`src/rtl/sort_reader.sv`:
```
// Read-back checker for the sorter's output memory: walks addresses 0..n-1,
// verifies non-decreasing unsigned order and accumulates min/max/checksum.
module sort_reader #(
  parameter int DATAWIDTH = 8,
  parameter int ADDRWIDTH = 9
) (
  input  logic                           clk,
  input  logic                           rst,
  input  logic                           start,
  input  logic [ADDRWIDTH-1:0]           n,
  output logic                           rd_en,
  output logic [ADDRWIDTH-1:0]           rd_addr,
  input  logic [DATAWIDTH-1:0]           rd_data,
  output logic                           busy,
  output logic                           done,
  output logic                           pass,
  output logic [ADDRWIDTH-1:0]           err_count,
  output logic [ADDRWIDTH-1:0]           first_err_addr,
  output logic [DATAWIDTH-1:0]           min_val,
  output logic [DATAWIDTH-1:0]           max_val,
  output logic [DATAWIDTH+ADDRWIDTH-1:0] checksum
);

  typedef enum logic [1:0] {IDLE, READ, DRAIN, DONE} state_t;

  localparam logic [ADDRWIDTH-1:0] ONE = ADDRWIDTH'(1);

  state_t                 state, state_nxt;
  logic [ADDRWIDTH-1:0]   n_q;
  logic                   vld_p0;
  logic [ADDRWIDTH-1:0]   idx_p0;
  logic [DATAWIDTH-1:0]   prev_q;
  logic                   is_err;
  logic [ADDRWIDTH-1:0]   err_nxt;

  function automatic logic [DATAWIDTH+ADDRWIDTH-1:0] cks_add(
    input logic [DATAWIDTH+ADDRWIDTH-1:0] acc,
    input logic [DATAWIDTH-1:0]           word
  );
    return acc + {{ADDRWIDTH{1'b0}}, word};
  endfunction

  always_comb begin
    state_nxt = state;
    case (state)
      IDLE:  if (start) state_nxt = (n == '0) ? DONE : READ;
      READ:  if (rd_addr == n_q - ONE) state_nxt = DRAIN;
      DRAIN: state_nxt = DONE;
      DONE:  state_nxt = IDLE;
      default: state_nxt = IDLE;
    endcase
  end

  assign rd_en = (state == READ);
  assign busy  = (state != IDLE);
  assign done  = (state == DONE);

  // Word returned this cycle is a descent if it is below its predecessor.
  assign is_err  = vld_p0 && (idx_p0 != '0) && (rd_data < prev_q);
  assign err_nxt = is_err ? err_count + ONE : err_count;

  always_ff @(posedge clk) begin
    if (!rst) begin
      state          <= IDLE;
      n_q            <= '0;
      rd_addr        <= '0;
      vld_p0         <= 1'b0;
      pass           <= 1'b0;
      err_count      <= '0;
      first_err_addr <= '0;
      min_val        <= '0;
      max_val        <= '0;
      checksum       <= '0;
    end else begin
      state  <= state_nxt;
      vld_p0 <= (state == READ);
      if (state == IDLE && start) begin
        n_q            <= n;
        rd_addr        <= '0;
        err_count      <= '0;
        first_err_addr <= '0;
        checksum       <= '0;
        max_val        <= '0;
        if (n == '0) begin
          pass    <= 1'b1;
          min_val <= '0;
        end else begin
          pass    <= 1'b0;
          min_val <= '1;
        end
      end else begin
        if (state == READ) rd_addr <= rd_addr + ONE;
        if (vld_p0) begin
          checksum <= cks_add(checksum, rd_data);
          if (rd_data < min_val) min_val <= rd_data;
          if (rd_data > max_val) max_val <= rd_data;
          err_count <= err_nxt;
          if (is_err && err_count == '0) first_err_addr <= idx_p0;
        end
        if (state == DRAIN) pass <= (err_nxt == '0);
      end
    end
  end

  // p0 stage: address/data pipeline aligned with the one-cycle read latency
  always_ff @(posedge clk) begin
    idx_p0 <= rd_addr;
    if (vld_p0) prev_q <= rd_data;
  end

endmodule

```
`config.mk`:
```
export PLATFORM = sky130hd
export DESIGN_NAME = sort_reader
export DESIGN_NICKNAME = d
export VERILOG_FILES = /design/src/rtl/sort_reader.sv
export SDC_FILE = /design/constraint.sdc
export NUM_CORES = 1
export LEC_CHECK = 0
export BUFFER_PORTS_ARGS = -buffer_cell sky130_fd_sc_hd__buf_4
export CORE_MARGIN = 1.5
export CORE_UTILIZATION = 61
export DETAILED_ROUTE_END_ITERATION = 8
export PLACE_DENSITY = 0.86
export SLEW_MARGIN = 20
export SYNTH_ARGS = -nofsm -noshare
export SYNTH_HDL_FRONTEND = slang
export SYNTH_SLANG_ARGS = --single-unit
```
`constraint.sdc`:
```
create_clock -name clk -period 6.9 [get_ports clk]
set_input_delay 1.38 -clock clk [delete_from_list [all_inputs] [get_ports clk]]
set_output_delay 1.38 -clock clk [all_outputs]
set_load 0.01 [all_outputs]
```
-- Word level (Yosys, flattened, before mapping)
Index checks and enable logic that the tools add are counted.
- bits in registers: 90
- output and inout port bits: 64
- logic and storage cells: 56
- bitwise gates (word level): 1
- equal/unequal tests: 6
- order comparisons: 3
- mux-type cells: 12
- add/sub/neg operators: 4
- reductions and logical operators: 18
- operator list (operator ; count):
    8-bit 2-to-1 mux ; 4
    9-bit logical NOT ; 3
    9-bit by 1-bit adder with 9-bit output, second input constant ; 2
    17-bit by 8-bit adder with 17-bit output ; 1
    8-bit less-than comparator ; 2
    9-bit == test ; 1
    9-bit 2-to-1 mux ; 1
    9-bit nonzero test ; 1
    9-bit by 1-bit subtractor with 9-bit output, second input constant ; 1
    8-bit > comparator ; 1
    2-bit case mux with 4 select lines ; 1
    2-bit AND reduction ; 4
    2-bit nonzero test ; 4
    2-bit 2-to-1 mux ; 3
    2-bit == test, second input constant ; 2
    1-bit logical AND ; 4
    1-bit 2-to-1 mux ; 3
    2-bit by 1-bit == test with 1-bit output, second input constant ; 1
    2-bit logical NOT ; 1
    2-bit by 1-bit inequality test with 1-bit output, second input constant ; 1
    2-bit inequality test, second input constant ; 1
    2-bit OR reduction ; 1
    1-bit NOT ; 1

-- Depth between registers and ports, before layout
- depth after elaboration: 7
- gate-level depth with buffers: 10
- depth with buffers taken out: 10

-- Worst setup path before layout
No wires, ideal clock.
- path type: input -> register
- start point: input port rd_data[6]
- end point: register pass
- path slack: 3283 ps
- required time: 6841 ps
- arrival: 3558 ps
- cell stages on the path: 8
- path through: ha_1 > a21o_1 > a211oi_1 > nand3_1 > or4b_4 > or3b_1 > a221oi_2 > a41o_1
- cells in the longest elaborated chain, start to end: 6
- RTL lines (item ; line ; source):
    start, declared ; 13 ; input logic [DATAWIDTH-1:0] rd_data,
    8-bit less-than comparator ; 59 ; assign is_err = vld_p0 && (idx_p0 != '0) && (rd_data < prev_q);
    1-bit logical AND ; 59 ;
    9-bit 2-to-1 mux ; 60 ; assign err_nxt = is_err ? err_count + ONE : err_count;
    9-bit logical NOT ; 100 ; if (state == DRAIN) pass <= (err_nxt == '0);
    1-bit 2-to-1 mux ; 100 ;
    1-bit 2-to-1 mux ; 77 ; if (state == IDLE && start) begin
    end signal, assigned ; 100 ;
    end, declared ; 16 ; output logic pass,
No other way between the ends. The select of a mux whose other input is x is not followed.
A chain may end at the register's enable or synchronous reset.

-- Worst setup path after layout
- start point: input port rd_data[6]
- end point: register first_err_addr[3]
- cells in the longest elaborated chain, start to end: 4
- RTL lines (item ; line ; source):
    8-bit less-than comparator ; 59 ;
    1-bit logical AND ; 59 ;
    1-bit logical AND ; 98 ; if (is_err && err_count == '0) first_err_addr <= idx_p0;
    2-bit AND reduction (no line) ; n/a ;
    end signal, assigned ; 98 ;
    end, declared ; 18 ; output logic [ADDRWIDTH-1:0] first_err_addr,
No other way between the ends.

==> flow_metrics.py <==
metrics = {
    "clock_network": {
        "h-tree-depth": 3,
        "clk_pin_slew_worst_paths_ns": 0.09,
        "cts_tree": "yes",
        "clk_latency_ns": 0.36,
        "cts_hold_buf": 0,
        "cts.repair.resized": 0,
        "cts-root-buf": "clkbuf_8",
        "numCtsBuffers": 9,
        "cts_buffer_depth": 2,
        "cts_setup_buffers": 0,
        "numClockSinks": 90,
    },
    "placement": {
        "place.detailed.hpwl_um": 8050,
        "place.gp.congestion": 0.967,
        "place_ws_ns": 2.86,
        "port_buffers": 83,
        "dpl_cell_area_um2": 5460,
    },
    "route": {
        "via_per_inst": 5.74,
        "drc": 0,
        "vias": 4076,
        "first_pass_iters": 5,
        "wirelength_um": 11100,
        "ant_nets": 0,
        "avgRoutedWirePerCell_um": 15.6,
        "drt_iter0_drc": 174,
    },
    "die": {
        "dieArea_um2": 8370,
        "die_h_um": 91.5,
        "fp.coreArea_um2": 7650,
        "num_rows": 32,
        "chipWidth_um": 91.5,
        "ios": 84,
        "start_util_pct": 62.5,
    },
    "setup_path": {
        "critPathTopFamily": "simple AND/OR/NAND/NOR gates",
        "end_kind": "flip-flop",
        "crit_buf_inv": 1,
        "worst_ep_required_time_ns": 7.13,
        "crit_path_frequent_cell": "nor2_1",
        "critPathKind": "primary input to flip-flop",
        "crit_chain": "buf_4 > ha_1 > a21o_1 > a211oi_1 > nand3_1 > nor2_1 > and4_1 > mux2i_1 > nor2_1",
        "crit_path_max_fanout": 9,
        "slowest_stage": "and4_1",
        "cp.arrival_ns": 4.01,
        "cp_slowest_stage_delay_ns": 0.63,
        "cp-start-kind": "primary input",
    },
    "finish": {
        "final_area_um2": 5660,
        "num-fill-cells": 560,
        "diodes": 0,
        "syn_to_final_growth_pct": 18.4,
        "drive_above_1_share_pct": 18.1,
        "layout_common_cells": "buf_4, dfxtp_1, nor2_1",
        "finalNetCount": 663,
        "multi_input_area_um2": 2660,
        "final_common_cell": "buf_4",
        "seq_area_um2": 1880,
    },
    "synth": {
        "yosys_warnings": 0,
        "syn_area_um2": 4780,
        "seq_area_frac_synth_pct": 39.4,
        "synth-main-ff-cell": "dfxtp_1",
        "synthesis.nets": 587,
        "synth.avg_cell_area_um2": 9.06,
        "async_flop_share_pct": 0,
        "synth_cell_types": 51,
        "synth_edf_count": 8,
        "ys_seq_elements": 90,
        "synthesis.instances": 527,
    },
    "timing": {
        "final-hold-violation-count": 0,
        "finalClockSkew_ns": 0.0119,
        "timing.final.crit_period_ns": 3.78,
        "slew_viol_final": 0,
        "setup-violations-final": 0,
        "timing.fmax_mhz": 264,
        "worst_slew_pin_slew_ns": 0.953,
        "timing.final.crit_share_pct": 54.8,
        "worst_slack_ns": 3.12,
        "slew_headroom_pct": 36.5,
        "setup_tns_ns": 0,
        "rsz0062_at_grt": "no",
    },
    "global_routing": {
        "met1_usage_pct": 33.9,
        "grt_pass1_wl_um": 18300,
        "gr-max-usage-layer": "met2",
        "grt_usage_pct": 27.2,
        "grt_pass1_vias": 3909,
        "overflow": 0,
        "gr-usage-met3_pct": 4.19,
        "antenna_found_initial": 0,
        "use_met2_pct": 47.0,
        "grt_max_degree": 50,
    },
    "pwr": {
        "peakVddDrop_v": 0.000160,
        "p_total_mw": 1.37,
        "p_per_area_nw_per_um2": 242,
        "leakage_nw": 2.41,
    },
    "status": {
        "status": "complete, no violations",
    },
    "run": {
        "drv_cap": 0,
    },
    "hold_path": {
        "min_path_type": "flip-flop to flip-flop",
    },
}
[where the power goes]
group	internal (mW)	total, mW	switching, mW
Combinational	0.177	0.396	0.219
Clock	0.156	0.356	0.199
Sequential	0.572	0.618	0.0461
[Yosys cell counts (12+ instances only)]
library cell	number	area (um2)
xnor2_1	23	201
clkbuf_1	16	60.1
mux2i_1	31	310
a21boi_0	12	90.1
nand2_1	48	180
ha_1	39	488
a21oi_1	15	75.1
inv_1	42	158
o21ai_0	17	85.1
dfxtp_1	82	1640
nor2_1	56	210
xor2_1	14	123
[final cells by class]
type | instances | area share [%]
multi-input combinational | 376 | 47.1
sequential | 90 | 33.3
timing repair buffer | 84 | 11.2
inverter | 42 | 2.79
clock buffer | 10 | 2.63
tap | 102 | 2.26
clock inverter | 6 | 0.796
[worst reg2reg max path, delay by kind of cell (launching register included)]
kind / cells / cell delay [ns]
compound gates: 1 / 0.31
buf+inv: 1 / 0.42
flops: 1 / 0.88
mux: 1 / 0.24
simple gates: 4 / 1.47
[stage by stage]
| step | util [%] | instances | hold WS (ns) |
|---|---|---|---|
| floorplan | - | 527 | 0.392 |
| global placement | 71.4 | 694 | 0.421 |
| detailed placement | 71.4 | 694 | 0.430 |
| CTS | 74.0 | 710 | 0.451 |
| global route | 74.0 | 710 | 0.455 |
| finish | 74.0 | 710 | 0.444 |
[cell families (layout without fill, tap and decap cells)]
kind of cell,Yosys count,after routing,synth area share [%]
compound gates,85,85,12.7
xor+xnor,37,37,6.79
fa+ha+maj,40,40,10.6
buf+inv,61,142,4.82
flops,90,90,39.4
mux,33,33,6.97
simple gates,181,181,18.7
[metal layers]
layer | part of all wire [%] | vias up
li1 | - | 1980
met1 | 43 | 1947
met3 | 5.0 | 19
met2 | 50 | 130
met5 | 0 | -
met4 | 1.7 | 0
[sequential cells by signal, summed over array words and instances (netlist names)]
register / count
err_count: 9
max_val: 8
rd_addr: 9
pass: 1
checksum: 17
prev_q: 8
state: 2
first_err_addr: 9
min_val: 8
idx_p0: 9
n_q: 9
vld_p0: 1
[path summary, 6_finish.rpt]
check	startpoint	to	slack (ns)	cells after the start
setup / recovery	rd_data[6]	first_err_addr[3]$_SDFFE_PP0P_	3.12	9
hold / removal	rd_addr[3]$_SDFFE_PP0P_	idx_p0[3]$_DFF_P_	0.44	0
setup reg to reg	vld_p0$_SDFF_PN0_	first_err_addr[3]$_SDFFE_PP0P_	3.46	7
hold reg to reg	rd_addr[3]$_SDFFE_PP0P_	idx_p0[3]$_DFF_P_	0.44	0
Power figures use the tool's default switching activity.
